$ cat src/rtl/mem_bus_arbiter_if.sv
// Bundles the fetch bus, data bus and single-beat memory port that the arbiter joins.
// The slave modport is the arbiter's view; master is the core/memory environment.
interface mem_bus_arbiter_if;

  logic        i_valid;
  logic [63:0] i_addr;
  logic        i_data_ok;
  logic [31:0] i_data;

  logic        d_valid;
  logic [63:0] d_addr;
  logic [2:0]  d_size;
  logic [7:0]  d_strobe;
  logic [63:0] d_wdata;
  logic        d_data_ok;
  logic [63:0] d_rdata;

  logic        mem_valid;
  logic        mem_is_write;
  logic [63:0] mem_addr;
  logic [2:0]  mem_size;
  logic [7:0]  mem_strobe;
  logic [63:0] mem_wdata;
  logic        mem_ready;
  logic [63:0] mem_rdata;

  modport slave (
    input  i_valid, i_addr,
    input  d_valid, d_addr, d_size, d_strobe, d_wdata,
    input  mem_ready, mem_rdata,
    output i_data_ok, i_data,
    output d_data_ok, d_rdata,
    output mem_valid, mem_is_write, mem_addr, mem_size, mem_strobe, mem_wdata
  );

  modport master (
    output i_valid, i_addr,
    output d_valid, d_addr, d_size, d_strobe, d_wdata,
    output mem_ready, mem_rdata,
    input  i_data_ok, i_data,
    input  d_data_ok, d_rdata,
    input  mem_valid, mem_is_write, mem_addr, mem_size, mem_strobe, mem_wdata
  );

endinterface

$ cat src/rtl/mem_bus_arbiter.sv
// Serialises fetch and data requests onto one single-beat memory port.
// Data bus has priority; fetch is guaranteed a grant after MAX_STREAK data grants.
module mem_bus_arbiter #(
  parameter int MAX_STREAK = 4
) (
  input logic              clk,
  input logic              reset,
  mem_bus_arbiter_if.slave bus
);

  localparam int StreakW = (MAX_STREAK < 1) ? 1 : $clog2(MAX_STREAK + 1);
  localparam logic [StreakW-1:0] MaxStreak = StreakW'(MAX_STREAK);

  typedef enum logic [1:0] {
    IDLE   = 2'd0,
    BUSY_I = 2'd1,
    BUSY_D = 2'd2,
    RESP   = 2'd3
  } arbState_e;

  arbState_e          state_q, state_d;
  logic [StreakW-1:0] streak_q, streak_d;

  logic               memValid_q, memValid_d;
  logic               memIsWrite_q, memIsWrite_d;
  logic [63:0]        memAddr_q, memAddr_d;
  logic [2:0]         memSize_q, memSize_d;
  logic [7:0]         memStrobe_q, memStrobe_d;
  logic [63:0]        memWdata_q, memWdata_d;

  logic               iDataOk_q, iDataOk_d;
  logic               dDataOk_q, dDataOk_d;
  logic [31:0]        iData_q, iData_d;
  logic [63:0]        dRdata_q, dRdata_d;

  logic               grantD;

  // Fetch only overrides a pending data request once the data streak is exhausted.
  assign grantD = bus.d_valid && !(bus.i_valid && (streak_q == MaxStreak));

  always_comb begin
    state_d      = state_q;
    streak_d     = streak_q;
    memValid_d   = memValid_q;
    memIsWrite_d = memIsWrite_q;
    memAddr_d    = memAddr_q;
    memSize_d    = memSize_q;
    memStrobe_d  = memStrobe_q;
    memWdata_d   = memWdata_q;
    iDataOk_d    = 1'b0;
    dDataOk_d    = 1'b0;
    iData_d      = iData_q;
    dRdata_d     = dRdata_q;

    case (state_q)
      IDLE: begin
        if (grantD) begin
          state_d      = BUSY_D;
          memValid_d   = 1'b1;
          memIsWrite_d = (bus.d_strobe != 8'd0);
          memAddr_d    = bus.d_addr;
          memSize_d    = bus.d_size;
          memStrobe_d  = bus.d_strobe;
          memWdata_d   = bus.d_wdata;
          if (!bus.i_valid) begin
            streak_d = '0;
          end else if (streak_q != MaxStreak) begin
            streak_d = streak_q + StreakW'(1);
          end
        end else if (bus.i_valid) begin
          state_d      = BUSY_I;
          memValid_d   = 1'b1;
          memIsWrite_d = 1'b0;
          memAddr_d    = bus.i_addr;
          memSize_d    = 3'd2;
          memStrobe_d  = 8'd0;
          memWdata_d   = 64'd0;
          streak_d     = '0;
        end
      end

      // The pulse is registered on entry to RESP so it lines up with that state.
      BUSY_I: begin
        if (bus.mem_ready) begin
          state_d    = RESP;
          memValid_d = 1'b0;
          iDataOk_d  = 1'b1;
          iData_d    = memAddr_q[2] ? bus.mem_rdata[63:32] : bus.mem_rdata[31:0];
        end
      end

      BUSY_D: begin
        if (bus.mem_ready) begin
          state_d    = RESP;
          memValid_d = 1'b0;
          dDataOk_d  = 1'b1;
          dRdata_d   = bus.mem_rdata;
        end
      end

      RESP: begin
        state_d = IDLE;
      end

      default: begin
        state_d    = IDLE;
        memValid_d = 1'b0;
      end
    endcase
  end

  always_ff @(posedge clk or negedge reset) begin
    if (!reset) begin
      state_q      <= IDLE;
      streak_q     <= '0;
      memValid_q   <= 1'b0;
      memIsWrite_q <= 1'b0;
      memAddr_q    <= 64'd0;
      memSize_q    <= 3'd0;
      memStrobe_q  <= 8'd0;
      memWdata_q   <= 64'd0;
      iDataOk_q    <= 1'b0;
      dDataOk_q    <= 1'b0;
      iData_q      <= 32'd0;
      dRdata_q     <= 64'd0;
    end else begin
      state_q      <= state_d;
      streak_q     <= streak_d;
      memValid_q   <= memValid_d;
      memIsWrite_q <= memIsWrite_d;
      memAddr_q    <= memAddr_d;
      memSize_q    <= memSize_d;
      memStrobe_q  <= memStrobe_d;
      memWdata_q   <= memWdata_d;
      iDataOk_q    <= iDataOk_d;
      dDataOk_q    <= dDataOk_d;
      iData_q      <= iData_d;
      dRdata_q     <= dRdata_d;
    end
  end

  assign bus.mem_valid    = memValid_q;
  assign bus.mem_is_write = memIsWrite_q;
  assign bus.mem_addr     = memAddr_q;
  assign bus.mem_size     = memSize_q;
  assign bus.mem_strobe   = memStrobe_q;
  assign bus.mem_wdata    = memWdata_q;
  assign bus.i_data_ok    = iDataOk_q;
  assign bus.i_data       = iData_q;
  assign bus.d_data_ok    = dDataOk_q;
  assign bus.d_rdata      = dRdata_q;

endmodule

$ cat src/flat_wrapper.sv
// flat-port wrapper written by rule: the top's interface ports become plain ports
module mem_bus_arbiter_flat 
#(
  parameter int MAX_STREAK = 4
)
  (clk, reset, bus_i_valid, bus_i_addr, bus_d_valid, bus_d_addr, bus_d_size, bus_d_strobe, bus_d_wdata, bus_mem_ready, bus_mem_rdata, bus_i_data_ok, bus_i_data, bus_d_data_ok, bus_d_rdata, bus_mem_valid, bus_mem_is_write, bus_mem_addr, bus_mem_size, bus_mem_strobe, bus_mem_wdata);
  mem_bus_arbiter_if bus_i ();
  input logic clk;
  input logic reset;
  input wire logic [$bits(bus_i.i_valid)-1:0] bus_i_valid;
  input wire logic [$bits(bus_i.i_addr)-1:0] bus_i_addr;
  input wire logic [$bits(bus_i.d_valid)-1:0] bus_d_valid;
  input wire logic [$bits(bus_i.d_addr)-1:0] bus_d_addr;
  input wire logic [$bits(bus_i.d_size)-1:0] bus_d_size;
  input wire logic [$bits(bus_i.d_strobe)-1:0] bus_d_strobe;
  input wire logic [$bits(bus_i.d_wdata)-1:0] bus_d_wdata;
  input wire logic [$bits(bus_i.mem_ready)-1:0] bus_mem_ready;
  input wire logic [$bits(bus_i.mem_rdata)-1:0] bus_mem_rdata;
  output wire logic [$bits(bus_i.i_data_ok)-1:0] bus_i_data_ok;
  output wire logic [$bits(bus_i.i_data)-1:0] bus_i_data;
  output wire logic [$bits(bus_i.d_data_ok)-1:0] bus_d_data_ok;
  output wire logic [$bits(bus_i.d_rdata)-1:0] bus_d_rdata;
  output wire logic [$bits(bus_i.mem_valid)-1:0] bus_mem_valid;
  output wire logic [$bits(bus_i.mem_is_write)-1:0] bus_mem_is_write;
  output wire logic [$bits(bus_i.mem_addr)-1:0] bus_mem_addr;
  output wire logic [$bits(bus_i.mem_size)-1:0] bus_mem_size;
  output wire logic [$bits(bus_i.mem_strobe)-1:0] bus_mem_strobe;
  output wire logic [$bits(bus_i.mem_wdata)-1:0] bus_mem_wdata;
  assign bus_i.i_valid = bus_i_valid;
  assign bus_i.i_addr = bus_i_addr;
  assign bus_i.d_valid = bus_d_valid;
  assign bus_i.d_addr = bus_d_addr;
  assign bus_i.d_size = bus_d_size;
  assign bus_i.d_strobe = bus_d_strobe;
  assign bus_i.d_wdata = bus_d_wdata;
  assign bus_i.mem_ready = bus_mem_ready;
  assign bus_i.mem_rdata = bus_mem_rdata;
  assign bus_i_data_ok = bus_i.i_data_ok;
  assign bus_i_data = bus_i.i_data;
  assign bus_d_data_ok = bus_i.d_data_ok;
  assign bus_d_rdata = bus_i.d_rdata;
  assign bus_mem_valid = bus_i.mem_valid;
  assign bus_mem_is_write = bus_i.mem_is_write;
  assign bus_mem_addr = bus_i.mem_addr;
  assign bus_mem_size = bus_i.mem_size;
  assign bus_mem_strobe = bus_i.mem_strobe;
  assign bus_mem_wdata = bus_i.mem_wdata;
  mem_bus_arbiter #(.MAX_STREAK(MAX_STREAK)) u_core (.clk(clk), .reset(reset), .bus(bus_i));
endmodule
$ cat config.mk
export PLATFORM = sky130hd
export DESIGN_NAME = mem_bus_arbiter_flat
export DESIGN_NICKNAME = d
export VERILOG_FILES = /design/src/rtl/mem_bus_arbiter_if.sv /design/src/rtl/mem_bus_arbiter.sv /design/src/flat_wrapper.sv
export SDC_FILE = /design/constraint.sdc
export NUM_CORES = 1
export LEC_CHECK = 0
export ABC_CLOCK_PERIOD_IN_PS = 1500
export BUFFER_PORTS_ARGS = -buffer_cell sky130_fd_sc_hd__buf_2
export CAP_MARGIN = 20
export CORE_AREA = 2 2 199 201
export DETAILED_ROUTE_END_ITERATION = 8
export DIE_AREA = 0 0 201 203
export SYNTH_ARGS = -nofsm -noshare
export SYNTH_HDL_FRONTEND = slang
export SYNTH_SLANG_ARGS = --single-unit
$ cat constraint.sdc
create_clock -name clk -period 1.5 [get_ports clk]
set_input_delay 0.3 -clock clk [delete_from_list [all_inputs] [get_ports clk]]
set_output_delay 0.3 -clock clk [all_outputs]
set_load 0.02 [all_outputs]
== Word level (Yosys, flattened, before mapping) ==
Cells that the tools add are included.
Word-level totals
  logic and storage cells: 61
  input port bits: 272
  flip-flop bits (word level): 244
Cells by class
  reduce and logical (&&, ||, !) cells: 14
  multiplexer cells: 26
  add/subtract/negate cells: 1
  equal/unequal tests: 8
Operators by type and width (count)
  two-way mux 64 bit: 4
  two-way mux 32 bit: 1
  two-way mux 3 bit: 6
  two-way mux 8 bit: 2
  two-way mux 1 bit: 8
  AND reduction 2 bit: 4
  nonzero test 8 bit: 1
  two-way mux 2 bit: 3
  != test 3 bit, second input constant: 2
  one-hot mux 2 bit (3 select lines): 1
  AND reduction 3 bit: 2
  equality test 2 bit, second input constant: 2
  nonzero test 2 bit: 2
  adder 3 x 1 -> 3 bit, second input constant: 1
  equality test 3 bit, second input constant: 1
  != test 3 x 2 -> 1 bit, second input constant: 1
  equality test 2 x 1 -> 1 bit, second input constant: 1
  logical AND 1 bit: 2
  logical NOT 2 bit: 1
  != test 2 x 1 -> 1 bit, second input constant: 1
  one-hot mux 1 bit (2 select lines): 1
  OR reduction 2 bit: 1
  logical NOT 1 bit: 1

== Logic depth before layout (Yosys ltp) ==
  depth after elaboration: 6
  mapped depth: 8
  gate-level depth less buffers: 5

== Least setup slack after synthesis ==
No wires, ideal clock.
  path kind: register to register
  start: reg u_core.state_q[0]
  end: reg u_core.state_q[0]
  path slack: -0.054 ns
  arrival: 1.430 ns
  setup time: 0.125 ns
  stages on the path, launching flop included: 6
  required time: 1.375 ns
  clock period less this slack: 1.554 ns
  cells stage by stage: dfrtp_1 > inv_1 > ha_1 > nor2b_1 > a21oi_1 > mux2_2
Between the ends
  longest elaborated chain between the ends: 4
  elaborated cells between the ends (all ways): 9
  those cells by class: eq/ne (5); mux (1); reduce/logical (3)
Ends and longest elaborated chain
  start, declared: RTL line mem_bus_arbiter.sv:21  | arbState_e state_q, state_d;
  start signal, assigned: RTL line mem_bus_arbiter.sv:127  | state_q <= state_d;
  equality test 2 x 1 -> 1 bit / equality test 2 bit (equally long branches): RTL line mem_bus_arbiter.sv:55  | case (state_q)
  OR reduction 2 bit (no source line)
  != test 2 x 1 -> 1 bit (no source line)
  AND reduction 2 bit (no source line)
Parallel ways exist; a longest one is shown, timed or not.
A chain may end at the register's enable or synchronous reset.

== Worst setup path in the final report ==
  start: reg u_core.state_q[1]
  end: reg u_core.dRdata_q[46] (netlist: u_core.bus.d_rdata[46])
Between the ends
  longest elaborated chain between the ends: 2
Ends and longest elaborated chain
  equality test 2 bit: RTL line mem_bus_arbiter.sv:55
  AND reduction 2 bit (no source line)
  end signal, assigned: RTL line mem_bus_arbiter.sv:138  | dRdata_q <= dRdata_d;
  end, declared: RTL line mem_bus_arbiter.sv:34  | logic [63:0] dRdata_q, dRdata_d;
Every way passes these cells.

==> results_dict.tcl <==
set metrics [dict create \
    io_buffer_count 510 \
    critPathSlowestCell "dfrtp_2" \
    fin_util 0.4721 \
    die-area_mm2 0.04080 \
    rsz0062_at_grt "true" \
    path_cells "buf_4 -> ha_4 -> nand2_8 -> buf_8 -> buf_12 -> mux2_2" \
    critPathKind "flip-flop to flip-flop" \
    clock_latency_ps 560 \
    pwr-share-seq 0.301 \
    finClkSkew_ps 17.90 \
    ys.flop_type "dfrtp_1" \
    n_fill_cell 3381 \
    netlist_instances 867 \
    min_period_over_period 1.055 \
    slowest_delay_ps 410 \
    p_clk_frac 0.169 \
    grt-ovfl-total 0 \
    yosysSeqAreaShare 0.5964 \
    ios 511 \
    ys_async_sr_fraction 1.000 \
    endpoint_kind "flip-flop" \
    crit_fanout 9 \
    p_int_mw 22.81 \
    row_count 72 \
    grt_max_degree 65 \
    cts_buffers 27 \
    clk_pin_slew_ps 60 \
    hold_viol 0 \
    yosys.cell_types.count 30 \
    cts_root_buf "clkbuf_16" \
    die_w_um 201 \
    vias 10500 \
    setup_viol 152 \
    yosysMostFrequentCell "dfrtp_1" \
    placed_area_mm2 0.01371 \
    grt_pass1_wl_um 61710 \
    maxCapViolations 0 \
    yosysTopAreaCell "dfrtp_1" \
    power_frac_comb 0.529 \
    grt_pass1_vias 10750 \
    synth_warnings 0 \
    viasPerCell 4.856 \
    drtIter0Drc 691 \
    finalMaxSlewViolations 0 \
    synth_area_leaders "dfrtp_1, mux2_2, a22o_1, nand2_1, o211ai_1" \
    p_per_area_mw_per_mm2 2116 \
    synth_enable_flop_cells 0 \
    synth_area_per_cell_um2 11.81 \
    area_growth_syn_to_layout_pct 77.38 \
    final_area_mm2 0.01816 \
    drc_errors 0 \
    antenna_found_initial 3 \
    cts_sinks 244 \
    relSlewSlack 0.7046 \
    wl_per_cell_um 20.18 \
    hpwl_um 25850 \
    cts_buffer_depth 3 \
    violations "setup timing" \
    antenna_left 0 \
    worst_slack_ps -82.29 \
    status "complete, but fails checks" \
    power.switching_mw 15.62 \
    nets 1903 \
    synth_seq_cells 244 \
    max_freq_ghz 0.6320 \
    p_leak_nw 8.926 \
    peakVddDrop_mv 1.365 \
    synth_common_cells "dfrtp_1, nand2_1, a22o_1" \
    cts_tree "done" \
    die_h_um 203 \
    cp.arrival_ps 2010 \
    routabilityCongestion 0.8941 \
    start_util 0.2662 \
    drt-pass1-iter-count 5 \
    synth_top_cell_area_share 0.5964 \
    cp.required_ps 1930 \
    htree_levels 1 \
    worstMarginPinSlew_ps 443.1 \
    switching_share 0.4064 \
    hold_ws_ps 27.58 \
    synth_nets 1146 \
    min_path_type "input pin to flip-flop" \
    routed_wl_um 43620 \
    crit_path_start_kind "flip-flop" \
    grt_use_total 0.1900 \
    drive_above_1_share 0.4881 \
    fin_crit_ps 1582 \
    tns_ps -3728 \
    syn_area_mm2 0.01024 \
    core_mm2 0.03847 \
]
[cell families (layout without fill, tap and decap cells)]
kind of cell               Yosys count  after routing  share of synthesized area
DFF                                244            244                     0.5964
muxes                               99             99                     0.1047
AOI/OAI and AO/OA                  182            182                     0.1332
adders and majority gates            7              7                   0.008554
other                                0              1                          0
and+or+nand+nor                    247            247                     0.1094
buffers and inverters               88            864                    0.04778
[area by class of cell]
cell class,count,area (um^2),share of cell area
timing repair buffer,808,6274,0.3454
sequential,244,6108,0.3363
multi-input combinational,535,4247,0.2338
clock buffer,44,789.5,0.04347
tap,518,648.1,0.03569
clock inverter,4,62.56,0.003445
inverter,8,30.03,0.001653
antenna,1,2.502,0.0001378
[power groups by stage]
stage	clock network, mW	logic [mW]	registers [mW]
CTS	6.65	18.2	11.3
global route	6.91	21.5	11.9
detailed placement	0	15.7	11.4
floorplan	0	5.83	14.9
global placement	0	15.4	11.3
finish	6.51	20.3	11.6
[routing by layer]
layer	wire length [um]	global-route usage	up-vias	part of all wire
met1	17760	0.2423	5178	0.41
met3	2849	0.03162	104	0.065
met2	21610	0.3251	559	0.50
li1	-	-	4657	-
met5	0	0	-	0
met4	1398	0.06825	0	0.032
[flip-flops by register name, summed over array words and instances (netlist names)]
register	cells
u_core.bus.mem_addr	64
u_core.bus.i_data_ok	1
u_core.streak_q	3
u_core.bus.mem_strobe	8
u_core.bus.i_data	32
u_core.state_q	2
u_core.bus.mem_valid	1
u_core.bus.mem_wdata	64
u_core.bus.d_data_ok	1
u_core.bus.mem_is_write	1
u_core.bus.d_rdata	64
u_core.bus.mem_size	3
[worst max-delay path: cells and delay by family, from the launching register on]
family,cells,cell delay (ps)
muxes,1,330
DFF,1,410
and+or+nand+nor,1,100
buffers and inverters,3,440
adders and majority gates,1,170
[worst paths after layout]
| kind | startpoint | slack [ps] | cells past startpoint | to |
|---|---|---|---|---|
| hold / removal | bus_i_addr[22] | 30 | 3 | u_core.bus.mem_addr[22] |
| hold reg to reg | u_core.bus.mem_addr[12] | 490 | 2 | u_core.bus.mem_addr[12] |
| setup / recovery | u_core.state_q[1] | -80 | 6 | u_core.bus.d_rdata[46] |
| min in group asynchronous | reset | 260 | 2 | u_core.bus.i_data[29] |
| setup reg to reg | u_core.state_q[1] | -80 | 6 | u_core.bus.d_rdata[46] |
| max in group asynchronous | reset | 610 | 3 | u_core.bus.d_rdata[10] |
[what timing repair did]
action / CTS / global route
buffers inserted: 23 / 8
endpoints found under the setup margin: 161 / 240
gates resized for setup: 45 / 159
hold buffers: 188 / 0
gates cloned: 16 / 18
hold endpoints to repair: 218 / 0
pin swaps: 61 / 57
[placed cells by master (no fill, tap or decap), types with 2 or more instances in the layout]
master and instances:
clkbuf_1 12, clkbuf_8 5, inv_2 4, nor2_4 3, o21ai_1 3, nand2_1 101, dfrtp_1 242, buf_6 16
and2_4 2, a31oi_1 3, buf_4 31, clkbuf_16 42, buf_2 508, inv_1 4, buf_12 31, buf_8 7
ha_1 4, mux2i_1 33, buf_16 11, a22o_1 72, nand2_4 13, nand2_2 23, mux2_4 56, ha_4 3
nor2_2 8, dlygate4sd3_1 188, a21oi_2 9, mux2_2 9, o211ai_1 64, a21oi_4 5, dfrtp_2 2, a21oi_1 20
nand4_1 64, nor4_1 2, nor2_1 25
[per-stage QoR]
step	instances	total power, mW	worst slack (ps)
floorplan	867	20.78	-44.24
global placement	1870	26.76	-43.23
detailed placement	1870	27.08	-106.8
CTS	2144	36.23	-119.3
global route	2162	40.33	-128.5
finish	2162	38.43	-82.29
Power figures use the tool's default switching activity.
